**src/rtl/mips_pkg.sv**
```systemverilog
// Shared constants and the fetch FSM state type for the MIPS-style front end.
package mips_pkg;

  localparam int INSTR_W = 32;
  localparam int PC_W    = 32;

  localparam logic [PC_W-1:0] RESET_PC_DEFAULT = 32'h0000_0000;

  typedef enum logic [1:0] {
    BOOT = 2'd0,
    RUN  = 2'd1,
    HALT = 2'd2
  } fetch_state_t;

  // Sequential successor; wraps naturally at 2^32.
  function automatic logic [PC_W-1:0] pc_plus4(input logic [PC_W-1:0] pc);
    return pc + 32'd4;
  endfunction

endpackage

```
**src/rtl/inst_fetch_ifid_reg.sv**
```systemverilog
// IF/ID pipeline register: valid/ready holding stage for instr, pc and pc+4, with flush.
module ifid_reg
  import mips_pkg::*;
(
  input  logic               clk,
  input  logic               rst_n,
  input  logic               i_flush,
  input  logic               i_load,
  input  logic               i_ready,
  input  logic [INSTR_W-1:0] i_instr,
  input  logic [PC_W-1:0]    i_pc,
  input  logic [PC_W-1:0]    i_pc4,
  output logic               o_valid,
  output logic [INSTR_W-1:0] o_instr,
  output logic [PC_W-1:0]    o_pc,
  output logic [PC_W-1:0]    o_pc4
);

  logic               r_valid;
  logic [INSTR_W-1:0] r_instr;
  logic [PC_W-1:0]    r_pc;
  logic [PC_W-1:0]    r_pc4;

  // Flush outranks load; an unreplaced entry drains once decode takes it.
  always_ff @(posedge clk or negedge rst_n) begin
    if (!rst_n) begin
      r_valid <= 1'b0;
      r_instr <= '0;
      r_pc    <= '0;
      r_pc4   <= '0;
    end else if (i_flush) begin
      r_valid <= 1'b0;
    end else if (i_load) begin
      r_valid <= 1'b1;
      r_instr <= i_instr;
      r_pc    <= i_pc;
      r_pc4   <= i_pc4;
    end else if (i_ready) begin
      r_valid <= 1'b0;
    end
  end

  assign o_valid = r_valid;
  assign o_instr = r_instr;
  assign o_pc    = r_pc;
  assign o_pc4   = r_pc4;

endmodule

```
**src/rtl/inst_fetch.sv**
```systemverilog
// Instruction-fetch stage: PC, ROM addressing, fetch FSM and IF/ID hand-off to decode.
// Optional IFETCH_MISALIGN_EN: misaligned redirects halt fetch and raise sticky fetch_err.
module inst_fetch
  import mips_pkg::*;
#(
  parameter int              ADDR_W   = 10,
  parameter logic [PC_W-1:0] RESET_PC = RESET_PC_DEFAULT
)
(
  input  logic               clk,
  input  logic               rst_n,
  output logic [ADDR_W-1:0]  rom_addr,
  output logic               rom_sel,
  input  logic [INSTR_W-1:0] rom_data,
  input  logic               redirect_valid,
  input  logic [PC_W-1:0]    redirect_pc,
  input  logic               halt_req,
  input  logic               id_ready,
  output logic               if_valid,
  output logic [INSTR_W-1:0] if_instr,
  output logic [PC_W-1:0]    if_pc,
  output logic [PC_W-1:0]    if_pc4,
  output logic               halted
`ifdef IFETCH_MISALIGN_EN
  ,
  output logic               fetch_err
`endif
);

  fetch_state_t    r_state;
  fetch_state_t    w_state_next;
  logic [PC_W-1:0] r_pc;
  logic [PC_W-1:0] w_pc_next;
  logic [PC_W-1:0] w_pc4;
  logic [PC_W-1:0] w_redir_target;
  logic            w_redir_req;
  logic            w_misalign;
  logic            w_redir_take;
  logic            w_redir_fault;
  logic            w_load;
  logic            w_if_valid;

  assign w_pc4          = pc_plus4(r_pc);
  assign w_redir_target = redirect_pc & ~32'h0000_0003;
  // BOOT ignores redirects entirely, so they neither flush nor retarget.
  assign w_redir_req    = redirect_valid && (r_state != BOOT);

`ifdef IFETCH_MISALIGN_EN
  assign w_misalign = |redirect_pc[1:0];
`else
  assign w_misalign = 1'b0;
`endif

  assign w_redir_take  = w_redir_req && !w_misalign;
  assign w_redir_fault = w_redir_req && w_misalign;

  assign w_load = (r_state == RUN) && !halt_req && !redirect_valid &&
                  (!w_if_valid || id_ready);

  assign rom_addr = r_pc[ADDR_W+1:2];
  assign rom_sel  = w_load;
  assign halted   = (r_state == HALT);
  assign if_valid = w_if_valid;

  always_ff @(posedge clk or negedge rst_n) begin
    if (!rst_n) begin
      r_state <= BOOT;
      r_pc    <= RESET_PC;
    end else begin
      r_state <= w_state_next;
      r_pc    <= w_pc_next;
    end
  end

  always_comb begin
    w_state_next = r_state;
    w_pc_next    = r_pc;
    case (r_state)
      BOOT: w_state_next = RUN;
      RUN: begin
        if (w_redir_fault) begin
          w_state_next = HALT;
        end else if (w_redir_take) begin
          w_state_next = RUN;
          w_pc_next    = w_redir_target;
        end else if (halt_req) begin
          w_state_next = HALT;
        end else if (w_load) begin
          w_pc_next = w_pc4;
        end
      end
      HALT: begin
        if (w_redir_take) begin
          w_state_next = RUN;
          w_pc_next    = w_redir_target;
        end
      end
      default: w_state_next = BOOT;
    endcase
  end

`ifdef IFETCH_MISALIGN_EN
  logic r_fetch_err;

  always_ff @(posedge clk or negedge rst_n) begin
    if (!rst_n) begin
      r_fetch_err <= 1'b0;
    end else if (w_redir_fault) begin
      r_fetch_err <= 1'b1;
    end
  end

  assign fetch_err = r_fetch_err;
`endif

  ifid_reg u_ifid_reg (
    .clk     (clk),
    .rst_n   (rst_n),
    .i_flush (w_redir_req),
    .i_load  (w_load),
    .i_ready (id_ready),
    .i_instr (rom_data),
    .i_pc    (r_pc),
    .i_pc4   (w_pc4),
    .o_valid (w_if_valid),
    .o_instr (if_instr),
    .o_pc    (if_pc),
    .o_pc4   (if_pc4)
  );

endmodule
```
**config.mk**
```make
export PLATFORM = sky130hd
export DESIGN_NAME = inst_fetch
export DESIGN_NICKNAME = d
export VERILOG_FILES = /design/src/rtl/mips_pkg.sv /design/src/rtl/inst_fetch_ifid_reg.sv /design/src/rtl/inst_fetch.sv
export SDC_FILE = /design/constraint.sdc
export NUM_CORES = 1
export LEC_CHECK = 0
export BUFFER_PORTS_ARGS = -buffer_cell sky130_fd_sc_hd__buf_4
export CAP_MARGIN = 10
export CORE_MARGIN = 2
export CORE_UTILIZATION = 35
export DETAILED_ROUTE_END_ITERATION = 10
export PLACE_DENSITY = 0.55
export RECOVER_POWER = 50
export SYNTH_ARGS = -nofsm -noshare
export SYNTH_HDL_FRONTEND = slang
export SYNTH_SLANG_ARGS = --single-unit
```
**constraint.sdc**
```tcl
create_clock -name clk -period 3.35 [get_ports clk]
set_input_delay 0.1675 -clock clk [delete_from_list [all_inputs] [get_ports clk]]
set_output_delay 0.1675 -clock clk [all_outputs]
set_load 0.005 [all_outputs]
```
Word level (Yosys, flattened, before mapping)
Index checks and enable logic that the tools add are counted.
W data, S select, Z words.
{"block": "classes", "mux": 12, "n_bitwise": 1, "add_sub_neg": 1, "n_eq_ne": 6, "n_reduce_logical": 15}
{"operator": "$mux W32", "count": 4}
{"operator": "$pmux W32 S2", "count": 1}
{"operator": "$add A32 B3 Y32 const B", "count": 1}
{"operator": "$ne A3 B2 Y1 const B", "count": 3}
{"operator": "$mux W2", "count": 3}
{"operator": "$pmux W2 S3", "count": 1}
{"operator": "$logic_and A1 B1 Y1", "count": 4}
{"operator": "$reduce_and A2 Y1", "count": 2}
{"operator": "$reduce_and A4 Y1", "count": 1}
{"operator": "$reduce_bool A2 Y1", "count": 2}
{"operator": "$logic_not A1 Y1", "count": 3}
{"operator": "$mux W1", "count": 3}
{"operator": "$reduce_bool A3 Y1", "count": 1}
{"operator": "$eq A2 B1 Y1 const B", "count": 1}
{"operator": "$eq A2 B2 Y1 const B", "count": 1}
{"operator": "$logic_not A2 Y1", "count": 1}
{"operator": "$ne A2 B1 Y1 const B", "count": 1}
{"operator": "$logic_or A1 B1 Y1", "count": 1}
{"operator": "$not A1 Y1", "count": 1}
{"block": "totals", "ff_bits": 131, "word_cells": 41, "in_bits": 69}

Longest topological paths before layout
{"block": "logic_depth", "word_depth": 8, "depth_mapped": 10}

By module
From an unflattened synthesis, not the netlist that was laid out.
{"block": "hier_totals", "cells_unflattened": 538, "hier_area_um2": 6623.9}
{"module": "ifid_reg", "cells_each": 208, "seq_area_each_um2": 2427.3, "n_inst": 1, "area_per_inst_um2": 3811.2}
{"module": "inst_fetch", "cells_each": 330, "seq_area_each_um2": 800.8, "n_inst": 1, "area_per_inst_um2": 2812.7}

Worst setup path before layout
Ideal clock, no wire load.
{"block": "synth_path", "kind": "reg2reg", "from": "register r_pc[11]", "to": "register r_pc[30]", "stages_incl_launch_ff": 8, "slack_ns": 1.058, "period_less_slack_ns": 2.292, "t_arrival_ns": 2.206, "path_cell_list": "dfrtp_1 > buf_2 > nand4_2 > or4_1 > buf_6 > or4_4 > or3_1 > o211ai_1"}
{"block": "synth_via", "elab_chain_len": 5}
{"item": "start, declared", "line_no": "inst_fetch.sv:32", "text": "logic [PC_W-1:0] r_pc;"}
{"item": "start signal, assigned", "line_no": "inst_fetch.sv:71", "text": "r_pc <= w_pc_next;"}
{"item": "$add A32 B3 Y32", "line_no": "mips_pkg.sv:17", "text": "return pc + 32'd4;"}
{"item": "$mux W32", "line_no": "inst_fetch.sv:88", "text": "end else if (w_load) begin"}
{"item": "$mux W32", "line_no": "inst_fetch.sv:86", "text": "end else if (halt_req) begin"}
{"item": "$mux W32", "line_no": "inst_fetch.sv:83", "text": "end else if (w_redir_take) begin"}
{"item": "$pmux W32 S2", "line_no": "inst_fetch.sv:78", "text": "case (r_state)"}
No other way between the ends. The select of a mux whose other input is x is not followed.
A chain may end at the register's enable or synchronous reset.

Worst setup path in the final report
{"block": "layout_path", "from": "register r_state[1]", "to": "output port rom_sel"}
{"block": "layout_via", "elab_chain_len": 4}
{"item": "start, declared", "line_no": "inst_fetch.sv:30", "text": "fetch_state_t r_state;"}
{"item": "start signal, assigned", "line_no": "inst_fetch.sv:70", "text": "r_state <= w_state_next;"}
{"item": "$eq A2 B1 Y1", "line_no": "inst_fetch.sv:57", "text": "assign w_load = (r_state == RUN) && !halt_req && !redirect_valid &&"}
{"item": "$logic_and A1 B1 Y1 (3 in a row)", "line_no": "inst_fetch.sv:57"}
{"item": "end, declared", "line_no": "inst_fetch.sv:13", "text": "output logic rom_sel,"}
No other way between the ends.

==> results.cfg <==
[outcome]
status = complete, but fails checks
violations = capacitance limit, slew limit

[synthesis]
synth_most_common_cell = nand2_1
synth_ff_type = dfrtp_1
synth_cell_types = 47
synth_top_area_share_pct = 52.9
synth.mux.area_fraction_pct = 0
yosysWarnings = 0
synthTopCellsByCount = nand2_1, dfrtp_1, o21ai_0, clkbuf_1, a21oi_1
syn_inst = 674
syn_area_um2 = 5910
synth_compound_area_share_pct = 12.5
synth-edff-count = 0
ys_top_cells_by_area = dfrtp_1, nand2_1, o21ai_0, clkbuf_1, a21oi_1
synth_top_family_by_area = simple AND/OR/NAND/NOR gates
async_reset_ff_share_pct = 100
synth-adder-area-share_pct = 1.06
synth_xor_area_share_pct = 4.15
ys_seq_area_share_pct = 52.9
yosys.area.top_type = dfrtp_1
synth-seq-cells = 125
syn_avg_cell_area_um2 = 8.77
yosys.area_share.simple_pct = 23.0

[critical_path]
arrival_ns = 2.51
path_class = reg2out
cp_max_fo = 47
startpoint_type = register
cp.required_ns = 3.18
endpoint_kind = output port

[power]
power_density_nw_per_um2 = 969
clockPowerShare_pct = 23.8
seq_power_share_pct = 36.0
vdd_drop_max_mv = 0.474
switchingPower_uw = 2960
netSwitchingFraction_pct = 37.8
p_int_uw = 4860
p_comb_share_pct = 40.1
total_leakage_power_uw = 0.00389

[placed_design]
place_inst = 1017
gp_congestion = 0.832
hpwl_um = 11700
place_area_um2 = 7240
io_buffers = 171

[detailed_routing]
via_count = 5302
ant_nets = 0
drt-wirelength-per-cell_um = 16.0
routed_via_density = 4.91
drc = 0
dr.pass1.iters = 5
drt-total-wl_um = 17200
drtIter0Drc = 303

[finish]
fillCellCount = 1566
area_growth_pct = 36.5
layoutNonFillerInstCount = 1079
fin_area_um2 = 8070
drive_gt1_share_pct = 22.7
diodes = 0
final_nets = 923

[global_routing]
grt.total_usage_pct = 19.5
grt_pass1_wl_um = 27300
grt_overflow_total = 0
grt_pass1_vias = 5203
grt_max_degree = 84
antenna_found_initial = 0

[cts]
tritoncts = built
cts_buffers = 17
clk_pin_slew_ns = 0.05
ctsHoldBuffers = 33
clk-insertion-delay-late_ns = 0.41
numClockSinks = 125
postCtsSetupBuffers = 0
h-tree-depth = 4
cts-root-buf = clkbuf_16
cts_buffer_depth = 2
cts_resized = 0

[floorplan]
placementRows = 47
pin_count = 178
dieArea_um2 = 17900
die_width_um = 134
die_h_um = 134
core_um2 = 16500
initial_core_util_pct = 35.8

[timing]
tns_ns = 0
min_period_ns = 2.68
final_max_slew_viol_count = 64
slew-limit-headroom_pct = -6.33
finalHoldViolCount = 0
min_period_over_period_pct = 79.9
setup_viol = 0
fmax_mhz = 374
worst_slew_pin_slew_ns = 1.59
rsz0062_at_grt = no
skew_ns = 0.00486

[job]
max-cap-violations = 1

[hold_path]
hp-class = in2reg
## metrics by stage
| stage | total power [µW] | setup WS (ns) | hold slack, ns | utilization (%) |
|---|---|---|---|---|
| 4_1_cts | 8050 | 0.651 | 0.0200 | 49.4 |
| 6_report | 7810 | 0.674 | 0.0315 | 48.8 |
| 5_1_grt | 8450 | 0.398 | 0.0354 | 48.8 |
| 2_1_floorplan | 4640 | 1.06 | -0.128 | - |
| 3_5_place_dp | 6120 | 0.737 | 0.321 | 43.8 |
| 3_3_place_gp | 6010 | 0.824 | 0.318 | 43.8 |
## layout by cell type, fill, tap and decap left out, drive strengths merged, types with 14 or more instances in the layout
cell         instances
nand3               23
xor2                14
a21oi               26
o22ai               15
xnor2               14
dfrtp              125
clkbuf             127
nand2              239
dlygate4sd3         33
o21ai               55
buf                 76
## per-layer routing
metal	part of all wire [%]	GRT usage (%)	wire length, µm
met1	46	27.1	8000
met4	1.2	5.85	204
met5	0	0	0
met3	7.0	4.69	1200
met2	45	30.4	7810
## final timing paths
| check | cells past startpoint | endpoint | startpoint | slack (ns) |
|---|---|---|---|---|
| worst min-delay path | 3 | r_pc[2] | redirect_pc[2] | 0.03 |
| min in group asynchronous | 2 | u_ifid_reg.o_instr[17] | rst_n | 0.70 |
| worst max-delay path | 6 | rom_sel | r_state[1] | 0.67 |
| max in group asynchronous | 3 | u_ifid_reg.o_pc4[18] | rst_n | 0.87 |
| worst max register to register | 5 | r_pc[28] | r_pc[6] | 0.72 |
| worst min register to register | 2 | u_ifid_reg.o_instr[18] | u_ifid_reg.o_instr[18] | 0.47 |
## flip-flops by register name (all words and copies together) (netlist names)
| signal | flops |
|---|---|
| u_ifid_reg.o_pc4 | 30 |
| r_state | 2 |
| u_ifid_reg.o_pc | 30 |
| u_ifid_reg.o_valid | 1 |
| r_pc | 30 |
| u_ifid_reg.o_instr | 32 |
## layout make-up
type                    instances  area, µm²  area share, %
clock buffers                  22        484           6.00
clock inverters                 7        113           1.40
inverters                      10       37.5          0.465
multi-input cells             481       2430           30.1
flip-flops and latches        125       3130           38.8
well taps                     220        275           3.41
repair buffers                214       1600           19.8
## power groups by stage
stage | clock network [µW] | registers (µW) | logic (µW)
final | 1860 | 2810 | 3140
after global routing | 1990 | 2930 | 3530
after CTS | 1900 | 2830 | 3320
after detailed placement | 0 | 2840 | 3270
after global placement | 0 | 2810 | 3200
after floorplan | 0 | 2710 | 1940
## critical path: stages, from the launching register on
cell	delay, ns
dfrtp_1	0.42
inv_1	0.12
ha_1	0.32
nand2_4	0.32
inv_2	0.48
buf_4	0.28
buf_4	0.13
## logic make-up after synthesis
group | Yosys count
simple gates | 320
flops | 125
compound gates | 124
buf+inv | 71
xor+xnor | 28
fa+ha+maj | 5
other cells | 1
(Power assumes the default switching activity.)
